<file path="config.mk">
export PLATFORM = sky130hd
export DESIGN_NAME = mem_block_reader_flat
export DESIGN_NICKNAME = d
export VERILOG_FILES = /design/src/rtl/mem_block_reader_if.sv /design/src/rtl/mem_block_reader.sv /design/src/flat_wrapper.sv
export SDC_FILE = /design/constraint.sdc
export NUM_CORES = 1
export LEC_CHECK = 0
export CAP_MARGIN = 30
export CORE_ASPECT_RATIO = 1.25
export CORE_MARGIN = 5
export CORE_UTILIZATION = 59
export CTS_CLUSTER_SIZE = 16
export DETAILED_ROUTE_END_ITERATION = 16
export PLACE_DENSITY = 0.94
export SYNTH_ARGS = -nofsm -noshare
export SYNTH_HDL_FRONTEND = slang
export SYNTH_SLANG_ARGS = --single-unit
</file>
<file path="constraint.sdc">
create_clock -name clk -period 3.75 [get_ports clk]
set_input_delay 0.375 -clock clk [delete_from_list [all_inputs] [get_ports clk]]
set_output_delay 0.375 -clock clk [all_outputs]
set_load 0.005 [all_outputs]
</file>
<file path="src/rtl/mem_block_reader_if.sv">
// Handshake and RAM-port bundle between the block reader, the product RAM and the word consumer.
// The slave modport is the reader's view; the master modport is the surrounding system's view.
interface mem_block_reader_if #(
    parameter int DATA_W = 32,
    parameter int ADDR_W = 6
);
    logic              EN_blockRead;
    logic [ADDR_W:0]   fill_count;
    logic              RDY_blockRead;
    logic              EN_readMem;
    logic [ADDR_W-1:0] readMem_addr;
    logic [DATA_W-1:0] readMem_val;
    logic              VALID_memVal;
    logic [DATA_W-1:0] memVal_data;
    logic              memVal_ready;
    logic              rd_busy;
    logic              burst_done;

    modport slave (
        input  EN_blockRead, fill_count, readMem_val, memVal_ready,
        output RDY_blockRead, EN_readMem, readMem_addr, VALID_memVal, memVal_data,
               rd_busy, burst_done
    );

    modport master (
        output EN_blockRead, fill_count, readMem_val, memVal_ready,
        input  RDY_blockRead, EN_readMem, readMem_addr, VALID_memVal, memVal_data,
               rd_busy, burst_done
    );
endinterface

</file>
<file path="src/rtl/mem_block_reader.sv">
// Drains the product RAM as a burst: credit-limited synchronous reads feed a small
// output FIFO that streams words to the consumer under backpressure.
module mem_block_reader #(
    parameter int DATA_W     = 32,
    parameter int ADDR_W     = 6,
    parameter int DEPTH      = 64,
    parameter int OBUF_DEPTH = 4
) (
    input  logic              clk,
    input  logic              rst,
    mem_block_reader_if.slave bus
);
    localparam int PTR_W = $clog2(OBUF_DEPTH);
    localparam int CNT_W = PTR_W + 1;
    localparam logic [CNT_W:0]  OBUF_LIMIT = (CNT_W+1)'(OBUF_DEPTH);
    localparam logic [ADDR_W:0] DEPTH_L    = (ADDR_W+1)'(DEPTH);

    typedef enum logic [1:0] {S_IDLE, S_READ, S_DRAIN, S_DONE} state_t;

    state_t r_state, w_state_next;

    logic [ADDR_W-1:0] r_ptr;
    logic [ADDR_W-1:0] r_last_addr;
    logic [ADDR_W:0]   r_len;
    logic              r_inflight;
    logic [DATA_W-1:0] r_buf [OBUF_DEPTH];
    logic [PTR_W-1:0]  r_wr_ptr;
    logic [PTR_W-1:0]  r_rd_ptr;
    logic [CNT_W-1:0]  r_count;

    logic              w_accept;
    logic              w_credit;
    logic              w_issue;
    logic              w_last_issue;
    logic              w_valid;
    logic              w_push;
    logic              w_pop;
    logic              w_drained;
    logic [ADDR_W:0]   w_fill_clamped;

    assign w_accept       = (r_state == S_IDLE) && bus.EN_blockRead;
    assign w_fill_clamped = (bus.fill_count > DEPTH_L) ? DEPTH_L : bus.fill_count;
    // Credit counts words already buffered plus the one possibly still in the RAM pipe.
    assign w_credit       = ({1'b0, r_count} + {{CNT_W{1'b0}}, r_inflight}) < OBUF_LIMIT;
    assign w_issue        = (r_state == S_READ) && w_credit;
    assign w_last_issue   = ({1'b0, r_ptr} == (r_len - (ADDR_W+1)'(1)));
    assign w_valid        = (r_count != '0);
    assign w_push         = r_inflight;
    assign w_pop          = w_valid && bus.memVal_ready;
    // Finish in the same cycle the final word leaves, so burst_done follows the last pop directly.
    assign w_drained      = !r_inflight && (r_count == {{(CNT_W-1){1'b0}}, w_pop});

    always_ff @(posedge clk or posedge rst) begin
        if (rst) begin
            r_state <= S_IDLE;
        end else begin
            r_state <= w_state_next;
        end
    end

    always_comb begin
        w_state_next = r_state;
        case (r_state)
            S_IDLE: begin
                if (w_accept) begin
                    w_state_next = (bus.fill_count == '0) ? S_DONE : S_READ;
                end
            end
            S_READ: begin
                if (w_issue && w_last_issue) begin
                    w_state_next = S_DRAIN;
                end
            end
            S_DRAIN: begin
                if (w_drained) begin
                    w_state_next = S_DONE;
                end
            end
            S_DONE: begin
                w_state_next = S_IDLE;
            end
            default: begin
                w_state_next = S_IDLE;
            end
        endcase
    end

    always_ff @(posedge clk or posedge rst) begin
        if (rst) begin
            r_ptr       <= '0;
            r_last_addr <= '0;
            r_len       <= '0;
            r_inflight  <= 1'b0;
            r_wr_ptr    <= '0;
            r_rd_ptr    <= '0;
            r_count     <= '0;
        end else begin
            if (w_accept) begin
                r_ptr <= '0;
                r_len <= w_fill_clamped;
            end else if (w_issue) begin
                r_ptr       <= r_ptr + ADDR_W'(1);
                r_last_addr <= r_ptr;
            end
            r_inflight <= w_issue;
            if (w_push) begin
                r_wr_ptr <= r_wr_ptr + PTR_W'(1);
            end
            if (w_pop) begin
                r_rd_ptr <= r_rd_ptr + PTR_W'(1);
            end
            case ({w_push, w_pop})
                2'b10:   r_count <= r_count + CNT_W'(1);
                2'b01:   r_count <= r_count - CNT_W'(1);
                default: r_count <= r_count;
            endcase
        end
    end

    // Storage needs no reset: occupancy alone decides what is visible.
    always_ff @(posedge clk) begin
        if (w_push) begin
            r_buf[r_wr_ptr] <= bus.readMem_val;
        end
    end

    assign bus.RDY_blockRead = (r_state == S_IDLE);
    assign bus.EN_readMem    = w_issue;
    assign bus.readMem_addr  = w_issue ? r_ptr : r_last_addr;
    assign bus.VALID_memVal  = w_valid;
    assign bus.memVal_data   = w_valid ? r_buf[r_rd_ptr] : '0;
    assign bus.rd_busy       = (r_state != S_IDLE);
    assign bus.burst_done    = (r_state == S_DONE);
endmodule
</file>
<file path="src/flat_wrapper.sv">
// flat-port wrapper written by rule: the top's interface ports become plain ports
module mem_block_reader_flat 
#(
    parameter int DATA_W     = 32,
    parameter int ADDR_W     = 6,
    parameter int DEPTH      = 64,
    parameter int OBUF_DEPTH = 4
)
  (clk, rst, bus_EN_blockRead, bus_fill_count, bus_readMem_val, bus_memVal_ready, bus_RDY_blockRead, bus_EN_readMem, bus_readMem_addr, bus_VALID_memVal, bus_memVal_data, bus_rd_busy, bus_burst_done);
  mem_block_reader_if #(.DATA_W(DATA_W), .ADDR_W(ADDR_W)) bus_i ();
  input  logic clk;
  input  logic rst;
  input wire logic [$bits(bus_i.EN_blockRead)-1:0] bus_EN_blockRead;
  input wire logic [$bits(bus_i.fill_count)-1:0] bus_fill_count;
  input wire logic [$bits(bus_i.readMem_val)-1:0] bus_readMem_val;
  input wire logic [$bits(bus_i.memVal_ready)-1:0] bus_memVal_ready;
  output wire logic [$bits(bus_i.RDY_blockRead)-1:0] bus_RDY_blockRead;
  output wire logic [$bits(bus_i.EN_readMem)-1:0] bus_EN_readMem;
  output wire logic [$bits(bus_i.readMem_addr)-1:0] bus_readMem_addr;
  output wire logic [$bits(bus_i.VALID_memVal)-1:0] bus_VALID_memVal;
  output wire logic [$bits(bus_i.memVal_data)-1:0] bus_memVal_data;
  output wire logic [$bits(bus_i.rd_busy)-1:0] bus_rd_busy;
  output wire logic [$bits(bus_i.burst_done)-1:0] bus_burst_done;
  assign bus_i.EN_blockRead = bus_EN_blockRead;
  assign bus_i.fill_count = bus_fill_count;
  assign bus_i.readMem_val = bus_readMem_val;
  assign bus_i.memVal_ready = bus_memVal_ready;
  assign bus_RDY_blockRead = bus_i.RDY_blockRead;
  assign bus_EN_readMem = bus_i.EN_readMem;
  assign bus_readMem_addr = bus_i.readMem_addr;
  assign bus_VALID_memVal = bus_i.VALID_memVal;
  assign bus_memVal_data = bus_i.memVal_data;
  assign bus_rd_busy = bus_i.rd_busy;
  assign bus_burst_done = bus_i.burst_done;
  mem_block_reader #(.DATA_W(DATA_W), .ADDR_W(ADDR_W), .DEPTH(DEPTH), .OBUF_DEPTH(OBUF_DEPTH)) u_core (.clk(clk), .rst(rst), .bus(bus_i));
endmodule
</file>
==> metrics.txt, run 1 <==
initial core utilization 0.598; switching power 1.93 mW; setup TNS 0 ns; worst flop-to-flop path endpoint u_core.r_count[2]; synthesized flop and latch total 157; DR pass1 iterations 7; period utilization 0.809; Seq pwr share 0.375; main combinational cell family by area after synthesis multiplexers; Gates resized, CTS repair 0; wire length of the first global-routing pass approximately 21 mm; Net Sw Frac 0.299; Min Clock Period, post-route 3.03 ns; FMAX 0.330 GHz; Net Count, Synth 449; WL final 13.5 mm; ant diodes 0; Net count, final ~540; RSZ-0062 raised after global routing no; gr usage total 0.211; top-count cell post-synth edfxtp_1; Root Buffer clkbuf_16; largest area contributor in the netlist edfxtp_1; Final Cell Area a little over 0.008 sq mm; synth warn 0; placed cell area 0.00759 sq mm; Lkg Pwr 2.91 nW; P per Cell Area a little under 800 mW/mm^2; EDFF count, synth 128; CTS H-tree lvls 4; Worst path max stage delay 0.67 ns; Fillers a little over 600; post-synthesis cell type count 47; startpoint types flip-flop; Syn Area/Cell 16.8 sq um; Worst setup EP type primary output; total setup buffers inserted after CTS 0; CP max-delay cell dfrtp_2; Synth top cells by count edfxtp_1 (128), and2_1 (35), mux4_2 (32), dfrtp_1 (29), nor2_1 (29); TritonCTS clock tree done; r2r setup slk 0.96 ns; clock sinks approximately 160; Via-to-Cell Ratio roughly 5.9; initial antenna violation count 0; Syn Std Cell Area 0.00660 sq mm; core footprint 0.0110 sq mm; Worst Max-Slew Pin Slew 0.978 ns; Worst-path clk slew about 0.06 ns; CTS max path bufs 2; post-DP HPWL 8.47 mm; via count 3719; Synth Instances 394; die area 0.0134 sq mm; GR Overflow Total 0; Worst VDD drop 478 uV; share of layout cells above drive strength 1 0.166; Chip Width between 100 and 150 microns; Async SR Flop Fraction 0.185; top cells by area, synth edfxtp_1 (58%), dfrtp_1 (11%), mux4_2 (11%), and2_1 (3.3%), ha_1 (2.1%); I/O pin cnt 86; top cell type's share of synthesized area 0.582; final hold vios 0; Synth Area in Compound Gates 0.0227; port buffer count 85; post-layout power 6.46 mW; drt drc 0; sequence of cells on the critical path buf_4, mux4_2, and2_1, clkdlybuf4s50_1; status completed; hold-fix buffers at CTS 0; CTS Buf Count 17; Adder-Cell Fraction of Synth Area 0.0239; Hold/Removal Path Class in -> async; iteration-0 DRC count of the detailed router 218; post-route ant nets 0; Maximum Capacitance Violations 0; vias in the first global route around 4000; Synth Area in XOR/XNOR 0.0239; R2R depth 8; Crit path required time 3.38 ns; Slew headroom 0.348; clk_skew 0.00754 ns; Setup CP Type reg -> out; crit path DAT between 2 and 3 ns; Main synth FF type edfxtp_1; pin count of the biggest net entering global routing 35; endpoints failing setup 0; clock insertion delay at the later pin of the skew report 0.42 ns; gpl congestion 0.800; Final Max Slew Viols 0; Seq/Total Area, Yosys 0.692; multiplexer share of the synthesized area 0.121; Avg WL per Cell roughly 21 microns; FF-to-FF Start u_core.r_count[0]; FP Rows 43; power share of the combinational group 0.365; Die Span Y 128 microns; Max FO, Critical Path 15; cell-internal power ~4.5 mW; Area Overhead vs Synth 24.0%; clock share of power 0.260; post-synthesis simple-gate area fraction 0.0959
[sequential cells by signal, indices dropped and copies added, names as in the netlist]
name and count:
u_core.r_inflight 1, u_core.r_last_addr 6, u_core.r_rd_ptr 2, u_core.r_len 7, u_core.r_state 2, u_core.r_ptr 6, u_core.r_wr_ptr 2, u_core.r_buf 128
u_core.r_count 3
[cells in the final DEF, fill, tap and decap left out, types with 2 or more instances in the layout]
| cell | count |
|---|---|
| buf_4 | 4 |
| clkbuf_16 | 17 |
| inv_1 | 12 |
| and2_2 | 4 |
| nand4_1 | 4 |
| o21ai_0 | 4 |
| ha_1 | 11 |
| a221o_1 | 2 |
| inv_6 | 3 |
| and3_1 | 2 |
| nand3b_1 | 7 |
| edfxtp_1 | 128 |
| a21oi_1 | 2 |
| mux2_2 | 6 |
| xor2_1 | 12 |
| clkinv_4 | 4 |
| clkinvlp_4 | 3 |
| nand3_1 | 3 |
| dfrtp_1 | 28 |
| bufinv_16 | 2 |
| clkinv_1 | 2 |
| mux4_2 | 32 |
| nor2_1 | 29 |
| clkdlybuf4s50_1 | 85 |
| and2_1 | 34 |
| nand2_1 | 22 |
| xnor2_1 | 6 |
| nor3_1 | 3 |
| or3_1 | 2 |
[layer usage]
metal	share of wire	global-route usage
met5	0	0
met4	0.017	0.0850
met3	0.057	0.0504
met2	0.55	0.371
met1	0.38	0.252
[power by group through the flow]
stage	Sequential, mW	Combinational [mW]	Clock, mW
floorplan	2.31	1.45	0
global placement	2.42	2.23	0
detailed placement	2.45	2.33	0
CTS	2.43	2.39	1.70
global route	2.46	2.57	1.78
finish	2.42	2.36	1.68
[cell families (layout without fill, tap and decap cells)]
family	count (synthesis)	count (layout)
mux	39	39
flops	157	157
xor+xnor	18	18
compound gates	20	20
fa+ha+maj	12	12
buf+inv	30	135
simple gates	118	118
[cell type report]
cell class / instances / area (sq um) / area share
Sequential cell: 157 / 4570 / 0.559
Multi-Input combinational cell: 207 / 1900 / 0.232
Timing Repair Buffer: 90 / 908 / 0.111
Clock buffer: 17 / 425 / 0.0520
Tap cell: 135 / 169 / 0.0206
Clock inverter: 15 / 163 / 0.0199
Inverter: 13 / 48.8 / 0.00596
[per-stage QoR]
| stage | instances | hold WS (ns) | worst slack [ns] | util |
|---|---|---|---|---|
| after floorplan | 394 | 0.453 | 1.80 | - |
| after global placement | 601 | 0.487 | 1.16 | 0.686 |
| after detailed placement | 602 | 0.496 | 1.09 | 0.689 |
| after CTS | 634 | 0.196 | 0.626 | 0.742 |
| after global routing | 634 | 0.205 | 0.508 | 0.742 |
| final | 634 | 0.196 | 0.717 | 0.742 |
[worst max path at each step]
| stage | end | slack [ns] | start | depth (start not counted) |
|---|---|---|---|---|
| floorplan | u_core.r_state[0] | 1.80 | u_core.r_len[0] | 8 |
| global placement | u_core.r_count[2] | 1.16 | u_core.r_count[0] | 8 |
| detailed placement | u_core.r_count[2] | 1.09 | u_core.r_count[0] | 8 |
| CTS | bus_memVal_data[12] | 0.63 | u_core.r_rd_ptr[0] | 4 |
| global route | bus_memVal_data[9] | 0.51 | u_core.r_rd_ptr[0] | 4 |
| finish | bus_memVal_data[12] | 0.72 | u_core.r_rd_ptr[0] | 4 |
[worst max-delay path, delay by kind of cell, from the launching register on]
family | cells | cell delay [ns]
muxes | 1 | 0.56
DFF | 1 | 0.67
buffers and inverters | 2 | 0.82
and+or+nand+nor | 1 | 0.18
Note: power is estimated with default switching activity, not from simulation.
==> inputs of run 2 (changes only) <==
--- a/config.mk
+++ b/config.mk
@@ -8,10 +8,10 @@
 export CAP_MARGIN = 30
 export CORE_ASPECT_RATIO = 1.25
 export CORE_MARGIN = 5
-export CORE_UTILIZATION = 59
+export CORE_UTILIZATION = 50
 export CTS_CLUSTER_SIZE = 16
 export DETAILED_ROUTE_END_ITERATION = 16
-export PLACE_DENSITY = 0.94
+export PLACE_DENSITY = 0.85
 export SYNTH_ARGS = -nofsm -noshare
 export SYNTH_HDL_FRONTEND = slang
 export SYNTH_SLANG_ARGS = --single-unit
==> constraint.sdc (replaced) <==
create_clock -name clk -period 2.5 [get_ports clk]
set_input_delay 0.25 -clock clk [delete_from_list [all_inputs] [get_ports clk]]
set_output_delay 0.25 -clock clk [all_outputs]
set_load 0.005 [all_outputs]
==> metrics.txt, run 2 (synthesized netlist as in run 1, its figures left out) <==
die area 0.0156 sq mm (+16%); CTS H-tree lvls 4 (unchanged); hold-fix buffers at CTS 0 (unchanged); vias in the first global route 4036 (+0.77%); endpoints failing setup 0 (unchanged); Largest regs u_core.r_buf: 128 flops, u_core.r_len: 7 flops; most frequent cells in the layout edfxtp_1 (128), clkdlybuf4s50_1 (73), and2_1 (32), mux4_2 (32), nor2_1 (29); FMAX 0.406 GHz; Worst setup EP type primary output; wire length of the first global-routing pass 20.9 mm (-2.5%); post-DP HPWL 8.46 mm (about the same); Worst-path clk slew 0.06 ns (about the same); Chip Width 113 microns (+7.8%); GR Overflow Total 0 (unchanged); clock insertion delay at the later pin of the skew report 0.41 ns (about the same); P per Cell Area 1180 mW/mm^2 (+49%); DR pass1 iterations 4 (-3); Setup CP Type reg -> out; Area Overhead vs Synth 28.9%; Worst Max-Slew Pin Slew 0.677 ns (-0.300 ns); CP max-delay cell mux4_2; Min Clock Period, post-route approximately 2.5 ns; CTS Buf Count 17 (unchanged); WL final 13.3 mm (-0.84%); Maximum Capacitance Violations 0 (unchanged); port buffer count 85 (unchanged); startpoint types flip-flop; post-route ant nets 0 (unchanged); fin cells 687 (+8.4%); Min Hold Slack 0.217 ns (+0.0212 ns); Avg WL per Cell 19.4 microns (-8.5%); Lkg Pwr 3.17 nW (+8.7%); Placement Setup Slack 0.363 ns (-0.731 ns); initial antenna violation count 0 (unchanged); Net count, final 558 (+3.1%); R2R depth 7 (-1); post-layout power 10.0 mW (+55%); iteration-0 DRC count of the detailed router 197 (-9.6%); crit path DAT 2.21 ns (-0.45 ns); commonest non-fill, non-tap cell in the layout edfxtp_1; placed insts 645 (+7.1%); Worst path max stage delay 0.49 ns (-0.18 ns); final design utilization 0.649 (-0.0931); Max FO, Critical Path 6 (-9); FP Rows 47 (+9.3%); Worst VDD drop 737 uV (+54%); TritonCTS clock tree done; share of layout cells above drive strength 1 0.207 (+0.0410); CTS max path bufs 2 (unchanged); sequence of cells on the critical path buf_4, clkbuf_16, mux4_2, and2_1, clkdlybuf4s50_1; gpl congestion 0.803 (+0.44%); Die Span Y 138 microns (+8.0%); Final Max Slew Viols 0 (unchanged); drt drc 0 (unchanged); ant diodes 0 (unchanged); gr usage total 0.174 (-0.0370); Largest Register u_core.r_buf; status completed; period utilization 0.985; Slew headroom 0.548 (+0.200); Final WS setup 0.0378 ns (-0.679 ns); final hold vios 0 (unchanged); via count 3760 (+1.1%); Crit path required time 2.25 ns (-1.13 ns); initial core utilization 0.503 (-0.0951); clk_skew 0.00729 ns (-0.000250 ns); core footprint 0.0131 sq mm (+19%); I/O pin cnt 86 (unchanged); max reg flops 128 (unchanged); Root Buffer clkbuf_16; Hold/Removal Path Class in -> async; pin count of the biggest net entering global routing 33 (-5.7%); clock sinks 157 (unchanged); Via-to-Cell Ratio 5.47 (-6.7%)
-- run 2: path summary, 6_finish.rpt --
check	start	endpoint	slack (ns)
worst min register to register	u_core.r_last_addr[2]	u_core.r_last_addr[2]	0.52
max in group asynchronous	rst	u_core.r_state[0]	1.97
worst max register to register	u_core.r_len[0]	u_core.r_state[0]	0.40
min in group clk	bus_fill_count[4]	u_core.r_len[4]	0.43
worst min-delay path	rst	u_core.r_ptr[0]	0.22
worst max-delay path	u_core.r_rd_ptr[0]	bus_memVal_data[5]	0.04
-- run 2: repair_timing --
| action | in CTS | in global routing |
|---|---|---|
| cloned | 0 | 4 |
| resized for setup | 4 | 21 |
| endpoints found under the setup margin | 12 | 29 |
| endpoints found under the hold margin | 0 | 0 |
| pin swaps | 1 | 1 |
| setup buffers | 2 | 4 |
-- run 2: power breakdown --
group	switching [mW]	internal [mW]
clock network	1.09	1.42
logic	1.66	2.31
registers	0.259	3.27
total	3.01	7.01
-- run 2: cell type report --
class	count	area, sq um
Inverter	13	51.3
Clock buffer	17	425
Fill cell	873	4610
Clock inverter	15	169
Multi-Input combinational cell	207	1920
Tap cell	171	214
Timing Repair Buffer	107	1160
Sequential cell	157	4570
-- run 2: through the flow --
| step | instance area, sq um | setup TNS, ns |
|---|---|---|
| 6_report | 8510 | 0 |
| 5_1_grt | 8510 | -0.311 |
| 4_1_cts | 8330 | 0 |
| 3_5_place_dp | 7700 | 0 |
| 3_3_place_gp | 7700 | 0 |
| 2_1_floorplan | 6600 | 0 |
-- run 2: routing by layer --
layer / vias up / part of all wire / track usage
met5: - / 0 / 0
met4: 0 / 0.018 / 0.0696
met3: 19 / 0.074 / 0.0424
met2: 154 / 0.53 / 0.306
met1: 1879 / 0.38 / 0.204
li1: 1708 / - / -
-- run 2: critical path, delay by kind of cell, from the launching register on --
| kind | cells | cell delay (ns) |
|---|---|---|
| buffers and inverters | 3 | 0.73 |
| multiplexers | 1 | 0.49 |
| AND/OR/NAND/NOR | 1 | 0.17 |
| flip-flops | 1 | 0.41 |
